===== config.mk =====
export PLATFORM = sky130hd
export DESIGN_NAME = prng_word_buffer
export DESIGN_NICKNAME = d
export VERILOG_FILES = /design/src/rtl/prng_word_buffer.sv
export SDC_FILE = /design/constraint.sdc
export NUM_CORES = 1
export LEC_CHECK = 0
export ABC_AREA = 1
export BUFFER_PORTS_ARGS = -buffer_cell sky130_fd_sc_hd__buf_2
export CORE_MARGIN = 3
export CORE_UTILIZATION = 50
export CTS_BUF_LIST = sky130_fd_sc_hd__clkbuf_4
export CTS_CLUSTER_DIAMETER = 40
export CTS_CLUSTER_SIZE = 40
export DETAILED_ROUTE_END_ITERATION = 10
export PLACE_DENSITY = 0.68
export SETUP_SLACK_MARGIN = 0.2
export SYNTH_ARGS = -nofsm -noshare
export SYNTH_HDL_FRONTEND = slang
export SYNTH_SLANG_ARGS = --single-unit

===== constraint.sdc =====
create_clock -name clk -period 2.6 [get_ports clk]
set_input_delay 0.52 -clock clk [delete_from_list [all_inputs] [get_ports clk]]
set_output_delay 0.52 -clock clk [all_outputs]
set_load 0.01 [all_outputs]

===== src/rtl/prng_word_buffer.sv =====
// Collects four bytes per get_random request from the byte-serial PRNG, packs them
// LSB-first into 32-bit words and serves them from a small FWFT FIFO over valid/ready.
module prng_word_buffer #(
    parameter int  DEPTH   = 4,
    parameter int  TIMEOUT = 16,
    localparam int LW      = $clog2(DEPTH) + 1
) (
    input  logic          clk,
    input  logic          rstn,
    input  logic          enable,
    output logic          rnd_req,
    input  logic [7:0]    rnd_byte,
    input  logic          rnd_byte_vld,
    output logic [31:0]   word_data,
    output logic          word_valid,
    input  logic          word_ready,
    output logic [LW-1:0] fill_level,
    input  logic          err_clr,
    output logic          err_stray,
    output logic          err_timeout
);

    localparam int PW = $clog2(DEPTH);
    localparam int TW = $clog2(TIMEOUT);

    typedef enum logic [1:0] {
        S_IDLE,
        S_REQ,
        S_WAIT,
        S_PUSH
    } state_t;

    state_t        state_q;
    logic          rnd_req_q;
    logic [1:0]    lane_q;
    logic [TW-1:0] tcnt_q;
    logic [31:0]   asm_q;

    logic [31:0]   mem_q [DEPTH];
    logic [PW-1:0] wr_ptr_q, wr_ptr_d;
    logic [PW-1:0] rd_ptr_q, rd_ptr_d;
    logic [LW-1:0] fill_q, fill_d;
    logic          err_stray_q, err_stray_d;
    logic          err_timeout_q, err_timeout_d;

    logic push, pop, stray_evt, timeout_evt;

    assign push        = (state_q == S_PUSH);
    assign pop         = (fill_q != '0) && word_ready;
    assign stray_evt   = rnd_byte_vld && (state_q != S_WAIT);
    assign timeout_evt = (state_q == S_WAIT) && !rnd_byte_vld && (tcnt_q == TW'(TIMEOUT - 1));

    // Request only when a slot is free, so the single in-flight word can never overflow.
    always_ff @(posedge clk or posedge rstn) begin
        if (rstn) begin
            state_q   <= S_IDLE;
            rnd_req_q <= 1'b0;
            lane_q    <= '0;
            tcnt_q    <= '0;
            asm_q     <= '0;
        end else begin
            rnd_req_q <= 1'b0;
            case (state_q)
                S_IDLE: begin
                    if (enable && (fill_q < LW'(DEPTH))) begin
                        state_q   <= S_REQ;
                        rnd_req_q <= 1'b1;
                    end
                end
                S_REQ: begin
                    lane_q  <= '0;
                    tcnt_q  <= '0;
                    asm_q   <= '0;
                    state_q <= S_WAIT;
                end
                S_WAIT: begin
                    if (rnd_byte_vld) begin
                        asm_q[{lane_q, 3'b000} +: 8] <= rnd_byte;
                        lane_q <= lane_q + 2'd1;
                        tcnt_q <= '0;
                        if (lane_q == 2'd3) begin
                            state_q <= S_PUSH;
                        end
                    end else if (tcnt_q == TW'(TIMEOUT - 1)) begin
                        state_q <= S_IDLE;
                    end else begin
                        tcnt_q <= tcnt_q + TW'(1);
                    end
                end
                S_PUSH: begin
                    state_q <= S_IDLE;
                end
                default: begin
                    state_q <= S_IDLE;
                end
            endcase
        end
    end

    always_comb begin
        wr_ptr_d = wr_ptr_q;
        rd_ptr_d = rd_ptr_q;
        fill_d   = fill_q;
        if (push) begin
            wr_ptr_d = wr_ptr_q + PW'(1);
        end
        if (pop) begin
            rd_ptr_d = rd_ptr_q + PW'(1);
        end
        case ({push, pop})
            2'b10:   fill_d = fill_q + LW'(1);
            2'b01:   fill_d = fill_q - LW'(1);
            default: fill_d = fill_q;
        endcase
        // A set event in the same cycle wins over the clear.
        err_stray_d   = stray_evt   ? 1'b1 : (err_clr ? 1'b0 : err_stray_q);
        err_timeout_d = timeout_evt ? 1'b1 : (err_clr ? 1'b0 : err_timeout_q);
    end

    always_ff @(posedge clk or posedge rstn) begin
        if (rstn) begin
            wr_ptr_q      <= '0;
            rd_ptr_q      <= '0;
            fill_q        <= '0;
            err_stray_q   <= 1'b0;
            err_timeout_q <= 1'b0;
        end else begin
            wr_ptr_q      <= wr_ptr_d;
            rd_ptr_q      <= rd_ptr_d;
            fill_q        <= fill_d;
            err_stray_q   <= err_stray_d;
            err_timeout_q <= err_timeout_d;
        end
    end

    always_ff @(posedge clk) begin
        if (push) begin
            mem_q[wr_ptr_q] <= asm_q;
        end
    end

    assign rnd_req     = rnd_req_q;
    assign word_valid  = (fill_q != '0);
    assign word_data   = (fill_q != '0) ? mem_q[rd_ptr_q] : '0;
    assign fill_level  = fill_q;
    assign err_stray   = err_stray_q;
    assign err_timeout = err_timeout_q;

endmodule


==> results of run 1 <==
## where the power goes
group	switching, W	internal (W)
clock network	0.000910	0.000768
logic	0.00251	0.00140
registers	0.000296	0.00361
## cell usage in the layout (no fill, tap or decap), types with 8 or more instances in the layout
cell type and count:
sky130_fd_sc_hd__inv_1 34, sky130_fd_sc_hd__o21ai_0 94, sky130_fd_sc_hd__nand2_1 81, sky130_fd_sc_hd__nor2_1 170
sky130_fd_sc_hd__a21oi_1 39, sky130_fd_sc_hd__clkbuf_4 19, sky130_fd_sc_hd__ha_1 16, sky130_fd_sc_hd__buf_4 12
sky130_fd_sc_hd__buf_2 52, sky130_fd_sc_hd__or2_2 8, sky130_fd_sc_hd__edfxtp_1 128, sky130_fd_sc_hd__nand3_1 9
sky130_fd_sc_hd__dfrtp_1 49
## sequential cells by signal, summed over array words and instances (netlist names), 2 cells and up
register / flops
lane_q: 2
asm_q: 32
mem_q: 128
fill_level: 3
rd_ptr_q: 2
state_q: 2
tcnt_q: 4
wr_ptr_q: 2
## logic make-up (layout without fill, tap and decap cells)
kind of cell             count (synthesis)  in the layout
AND/OR/NAND/NOR                        281            281
flip-flops                             178            178
AO/OA/AOI/OAI                          142            142
buffers and inverters                   71            143
adder cells (fa/ha/maj)                 17             17
XOR/XNOR                                 4              4
other                                    0              1
## critical path: cells and delay by family (launching register included)
kind | cells | cell delay [ns]
buffers and inverters | 3 | 0.50
DFF | 1 | 0.46
AOI/OAI and AO/OA | 2 | 0.25
and+or+nand+nor | 2 | 0.15
## metrics by stage
stage,instances,util
final,950,0.575
after global routing,950,0.575
after CTS,944,0.569
after detailed placement,911,0.544
after global placement,911,0.544
after floorplan,693,-
## layout make-up
cell class	count	area (um2)
Tap cell	184	230
Multi-Input combinational cell	444	2160
Fill cell	1213	6250
Sequential cell	178	5100
Inverter	38	143
Timing Repair Buffer	73	509
Clock inverter	13	166
Antenna cell	1	2.50
Clock buffer	19	143
## path summary, 6_finish.rpt
check                                            end               startpoint  cells after the start  slack, ns
max                                    word_data[28]  rd_ptr_q[0]$_DFFE_PP0N_                      7       0.16
min                        fill_level[1]$_DFFE_PP0P_                     rstn                      3       0.09
max reg2reg                    asm_q[26]$_DFFE_PP0P_   state_q[0]$_DFFE_PP0P_                      8       0.52
min reg2reg                  wr_ptr_q[0]$_DFFE_PP0P_  wr_ptr_q[0]$_DFFE_PP0P_                      1       0.54
max in group asynchronous    rd_ptr_q[0]$_DFFE_PP0N_                     rstn                      3       2.05
min in group clk               err_stray$_DFFE_PP0P_                  err_clr                      2       0.15
## what timing repair did
item	in CTS	in global routing
buffers inserted	1	2
setup endpoints to repair	32	32
pin swaps	0	3
resized for setup	11	4
cloned	0	3
## routing by layer
layer	up-vias	track usage	wire, um
met4	0	0.0766	386
met1	2433	0.256	7080
met5	-	0	0
met3	31	0.0458	836
met2	150	0.328	7840
li1	2447	-	-
==> metrics.txt, run 1 <==
required time of the worst setup path ~2.1 ns; clock latency at the later pin of the worst-skew pair between 0.5 and 0.6 ns; unique cell type count in the Yosys netlist 29; Synth Area in Adders 0.0290; standard cell area after detailed placement about 8000 um2; Ys Warns 0; Most used DFF post-synth sky130_fd_sc_hd__edfxtp_1; final count of hold timing violations 0; post-synthesis simple-gate area fraction 0.152; antenna violations before repair 1; Routed Wire Length roughly 16 mm; syn avg cell area between 10 and 15 um2; die footprint 16,700 um2; slew margin rel. 0.578; count of routing violations after the opening detailed-route iteration about 500; number of failing setup endpoints in the final timing report 0; Post-Layout Inst Area approximately 8400 um2; CTS tree built; clock root buffer sky130_fd_sc_hd__clkbuf_4; CTS Buf Count 17; count of flip-flops with a built-in enable after synthesis around 130; Via Count 5,061; Max FO, Critical Path 11; first-pass detailed-route iteration total 4; standby leakage power ~3.4 nW; reported max-cap violation count 0; clock sink count about 180; status completed; largest stage delay on the critical path 0.46 ns; routed len/inst about 17 um; synthesized-area fraction occupied by ao, oa, aoi and oai cells 0.0982; global routing usage summed across all routing layers 0.198; total count of max-transition violations in the final report 0; nature of the critical path endpoint output pin; class of the worst hold path in -> async; first-pass GRT wire length 25.1 mm; synth top area cells sky130_fd_sc_hd__edfxtp_1 51%, sky130_fd_sc_hd__dfrtp_1 16%, sky130_fd_sc_hd__nor2_1 8.4%; worst endpoint data arrival time around 1.9 ns; HPWL Detailed just under 10 mm; asr flop ratio synth 0.281; vias per std cell about 5.3; count of unresolved DRC violations after routing 0; maximum achievable frequency approximately 400 MHz; fraction of the cycle the final worst path needs 0.940; most repeated library cell on the critical path sky130_fd_sc_hd__nor2_1; category of the most critical setup path reg -> out; count of pins on the block boundary 53; final weighted congestion of routability-driven global placement 0.909; Post-Synth XOR/XNOR Area 0.00461; placeable core area between 10,000 and 15,000 um2; Reg clk slew, reported paths 0.13 ns; post-synthesis sequential area ratio 0.671; largest net degree at the start of global routing 51; transition at the pin with the smallest max-transition slack around 0.63 ns; maximum buffer depth of the clock tree 2; critical path cell sequence buf_4 > buf_6 > nor2_1 > nor2_1 > o21ai_0 > a21oi_1 > buf_2; Post-Place Setup Slack 0.540 ns; layout cells sized above 1 0.167; cell taking the most area after synthesis sky130_fd_sc_hd__edfxtp_1; Pwr Total between 0.009 and 0.01 W; Die Span X 129 um; minimum hold slack between 0.09 and 0.1 ns; dominant combinational cell family by area after synthesis simple AND/OR/NAND/NOR gates; Critical Path Slowest Stage Cell sky130_fd_sc_hd__dfrtp_2; unrepaired setup endpoints after global routing true; floorplan row count 44; mux share of post-synthesis cell area 0; remaining antenna violation count after routing 0; worst IR drop on VDD 0.000566 V; Worst setup SP type flop; Synth Net Count 724; net total in the final layout between 700 and 800; count of state elements after synthesis 178; portion of synthesized cell area occupied by the leading cell type 0.506; chip height 129 um; final worst path period need roughly 2.4 ns; post-cts hold buffer count 0; number of instances in the synthesized netlist 693; signed area change from the synthesized netlist to the final layout 11.3%; number of global-route vias before repair about 5,000; Setup TNS Final 0 ns; final setup slack of the worst path approximately 0.16 ns; total standard cell area after synthesis 7590 um2; most frequent cell after synthesis sky130_fd_sc_hd__nor2_1; synth cell count leaders 170 x sky130_fd_sc_hd__nor2_1, 128 x sky130_fd_sc_hd__edfxtp_1, 95 x sky130_fd_sc_hd__o21ai_0, 81 x sky130_fd_sc_hd__nand2_1, 50 x sky130_fd_sc_hd__dfrtp_1; level count of the clock H-tree 4; Port Buffer Count 52; starting utilization of the core area 0.517; post-route clock skew 0.0206 ns; total power per unit cell area between 1000 and 1500 nW/um2; residual overflow from global routing 0
Power figures use the tool's default switching activity.
==> run 2, diff against run 1 <==
CORE_UTILIZATION = 62   (was 50)
PLACE_DENSITY = 0.82   (was 0.68)
==> metrics.txt, run 2 (same netlist as run 1, synthesis figures left out) <==
number of global-route vias before repair 5,223 (+7.5%); worst IR drop on VDD 0.000605 V (+6.9%); Die Span X 117 um (-9.7%); worst endpoint data arrival time 1.96 ns (+0.04 ns); status completed; chip height 117 um (-9.7%); Via Count 5,443 (+7.5%); worst-case reg-to-reg path depth 7 (-1); clock sink count 178 (unchanged); flop-to-flop setup slack 0.34 ns (-0.18 ns); largest stage delay on the critical path 0.52 ns (+0.06 ns); sequential power share 0.388 (-0.024); residual overflow from global routing 0 (unchanged); footprint of the multi-input gates 2190 um2 (+1.3%); Filler Cell Count 764 (-37%); worst hold endpoint err_stray$_DFFE_PP0P_; CTS tree built; clock root buffer sky130_fd_sc_hd__clkbuf_4; register with the most flip-flops mem_q; first-pass GRT wire length 26.2 mm (+4.8%); category of the most critical setup path reg -> out; final weighted congestion of routability-driven global placement 0.946 (+4.0%); maximum achievable frequency 403 MHz (-1.5%); Routed Wire Length 17.6 mm (+9.2%); HPWL Detailed 10.2 mm (+4.1%); origin of the critical flop-to-flop path lane_q[0]$_DFFE_PP0P_; Clock power frac 0.163 (-0.014); global routing usage summed across all routing layers 0.262 (+0.0637); fin cells 922 (-2.9%); floorplan row count 39 (-11%); clock latency at the later pin of the worst-skew pair 0.56 ns (about the same); signed area change from the synthesized netlist to the final layout 14.8%; Pwr Total 0.0102 W (+7.0%); final worst path period need 2.48 ns (+0.0384 ns); total power per unit cell area 1170 nW/um2 (+3.7%); Hold Startpoint err_clr; number of flip-flops in the largest register 128 (unchanged); Port Buffer Count 52 (unchanged); CTS Buf Count 17 (unchanged); post-route clock skew 0.0236 ns (+0.00299 ns); antenna violations before repair 1 (unchanged); total count of max-transition violations in the final report 0 (unchanged); combinational power share 0.449 (+0.037); fraction of the cycle the final worst path needs 0.955 (+0.0148); die footprint 13,600 um2 (-18%); unrepaired setup endpoints after global routing true; count of pins on the block boundary 53 (unchanged); placeable core area 11,700 um2 (-20%); total net switching power 0.00397 W (+7.0%); largest net degree at the start of global routing 33 (-35%); maximum buffer depth of the clock tree 2 (unchanged); count of routing violations after the opening detailed-route iteration 522 (+4.8%); number of failing setup endpoints in the final timing report 0 (unchanged); Critical Path Slowest Stage Cell sky130_fd_sc_hd__dfrtp_4; critical path cell sequence buf_8 > clkinv_8 > buf_12 > o21ai_0 > a21oi_1 > buf_2; standard cell area after detailed placement 7970 um2 (-0.33%); Reg clk slew, reported paths 0.13 ns (about the same); net switching share of the total power 0.391 (about the same); net total in the final layout 796 (+1.7%); first-pass detailed-route iteration total 5 (+1); level count of the clock H-tree 4 (unchanged); R2R Path End asm_q[26]$_DFFE_PP0P_; nature of the critical path endpoint output pin; Hold Crit Depth 2; routed len/inst 19.1 um (+12%); Post-Layout Inst Area 8720 um2 (+3.2%); Internal 0.00619 W (+7.0%); starting utilization of the core area 0.648 (+0.132); Worst setup SP type flop; reported max-cap violation count 0 (unchanged); Max FO, Critical Path 8 (-3); slew margin rel. 0.644 (+0.0661); count of unresolved DRC violations after routing 0 (unchanged); registers with the most flip-flops mem_q x128, asm_q x32, tcnt_q x4; most common cell after layout, fill and taps aside sky130_fd_sc_hd__nor2_1; remaining antenna violation count after routing 0 (unchanged); number of instances in the placed design 870 (-4.5%); class of the worst hold path in -> reg; final count of hold timing violations 0 (unchanged); most used cells in the layout excluding fill and tap cells 159 x sky130_fd_sc_hd__nor2_1, 128 x sky130_fd_sc_hd__edfxtp_1, 81 x sky130_fd_sc_hd__nand2_1; required time of the worst setup path 2.08 ns (about the same); standby leakage power 3.51 nW (+4.2%); vias per std cell 5.90 (+11%); transition at the pin with the smallest max-transition slack 0.534 ns (-0.0968 ns); area taken by flip-flops and latches 5100 um2 (about the same); layout cells sized above 1 0.199 (+0.0319)
run 2: cell types whose count changed in the layout (fill, tap and decap cells not counted), sizes merged:
cell	delta
clkinv	+1
clkbuf	+4
dlygate4sd3	+1
buf	+7
run 2: repair_timing:
item,CTS,global route
buffers inserted,6,2
hold buffers,1,0
setup endpoints to repair,32,32
hold endpoints to repair,13,0
gates cloned,3,7
pin swaps,0,10
resized for setup,14,40
run 2: power groups by stage:
stage               clock network [W]  logic (W)  registers [W]
global route                  0.00181    0.00498        0.00399
global placement                    0    0.00343        0.00402
floorplan                           0    0.00264        0.00387
CTS                           0.00166    0.00401        0.00396
detailed placement                  0    0.00359        0.00406
finish                        0.00165    0.00456        0.00394
run 2: worst max-delay path by stage:
stage	start	to	slack [ns]	cells after the start
finish	rd_ptr_q[0]$_DFFE_PP0N_	word_data[30]	0.12	6
global route	rd_ptr_q[0]$_DFFE_PP0N_	word_data[14]	-0.02	7
CTS	rd_ptr_q[0]$_DFFE_PP0N_	word_data[1]	0.12	5
detailed placement	rd_ptr_q[0]$_DFFE_PP0N_	word_data[1]	0.45	6
global placement	rd_ptr_q[1]$_DFFE_PP0N_	word_data[20]	0.51	6
floorplan	state_q[0]$_DFFE_PP0P_	fill_level[2]$_DFFE_PP0P_	0.74	9
run 2: final cells by class:
cell class | count | share of cell area
sequential | 178 | 0.585
multi-input combinational | 444 | 0.251
timing repair buffer | 85 | 0.0888
tap | 143 | 0.0205
clock inverter | 13 | 0.0191
inverter | 38 | 0.0178
clock buffer | 19 | 0.0164
timing repair inverter | 1 | 0.00129
antenna | 1 | 0.000287
run 2: per-layer routing:
layer / part of all wire / vias to the layer above / routed length [um] / global-route usage
met5: 0 / - / 0 / 0
met4: 0.029 / 0 / 518 / 0.0971
met3: 0.075 / 46 / 1330 / 0.0580
met2: 0.51 / 295 / 8910 / 0.438
met1: 0.39 / 2607 / 6870 / 0.340
li1: - / 2495 / - / -
run 2: critical path: cells and delay by family, from the launching register on:
| family | cells | cell delay, ns |
|---|---|---|
| AO/OA/AOI/OAI | 2 | 0.32 |
| buffers and inverters | 4 | 0.56 |
| flip-flops | 1 | 0.52 |
run 2: metrics by stage:
step                      utilization  setup WS [ns]  hold WS (ns)  TNS [ns]
after global placement          0.681          0.511         0.483         0
after detailed placement        0.681          0.447         0.494         0
after CTS                       0.723          0.119         0.102         0
after floorplan                     -          0.740         0.470         0
after global routing            0.744        -0.0165        0.0941   -0.0258
final                           0.744          0.117         0.156         0
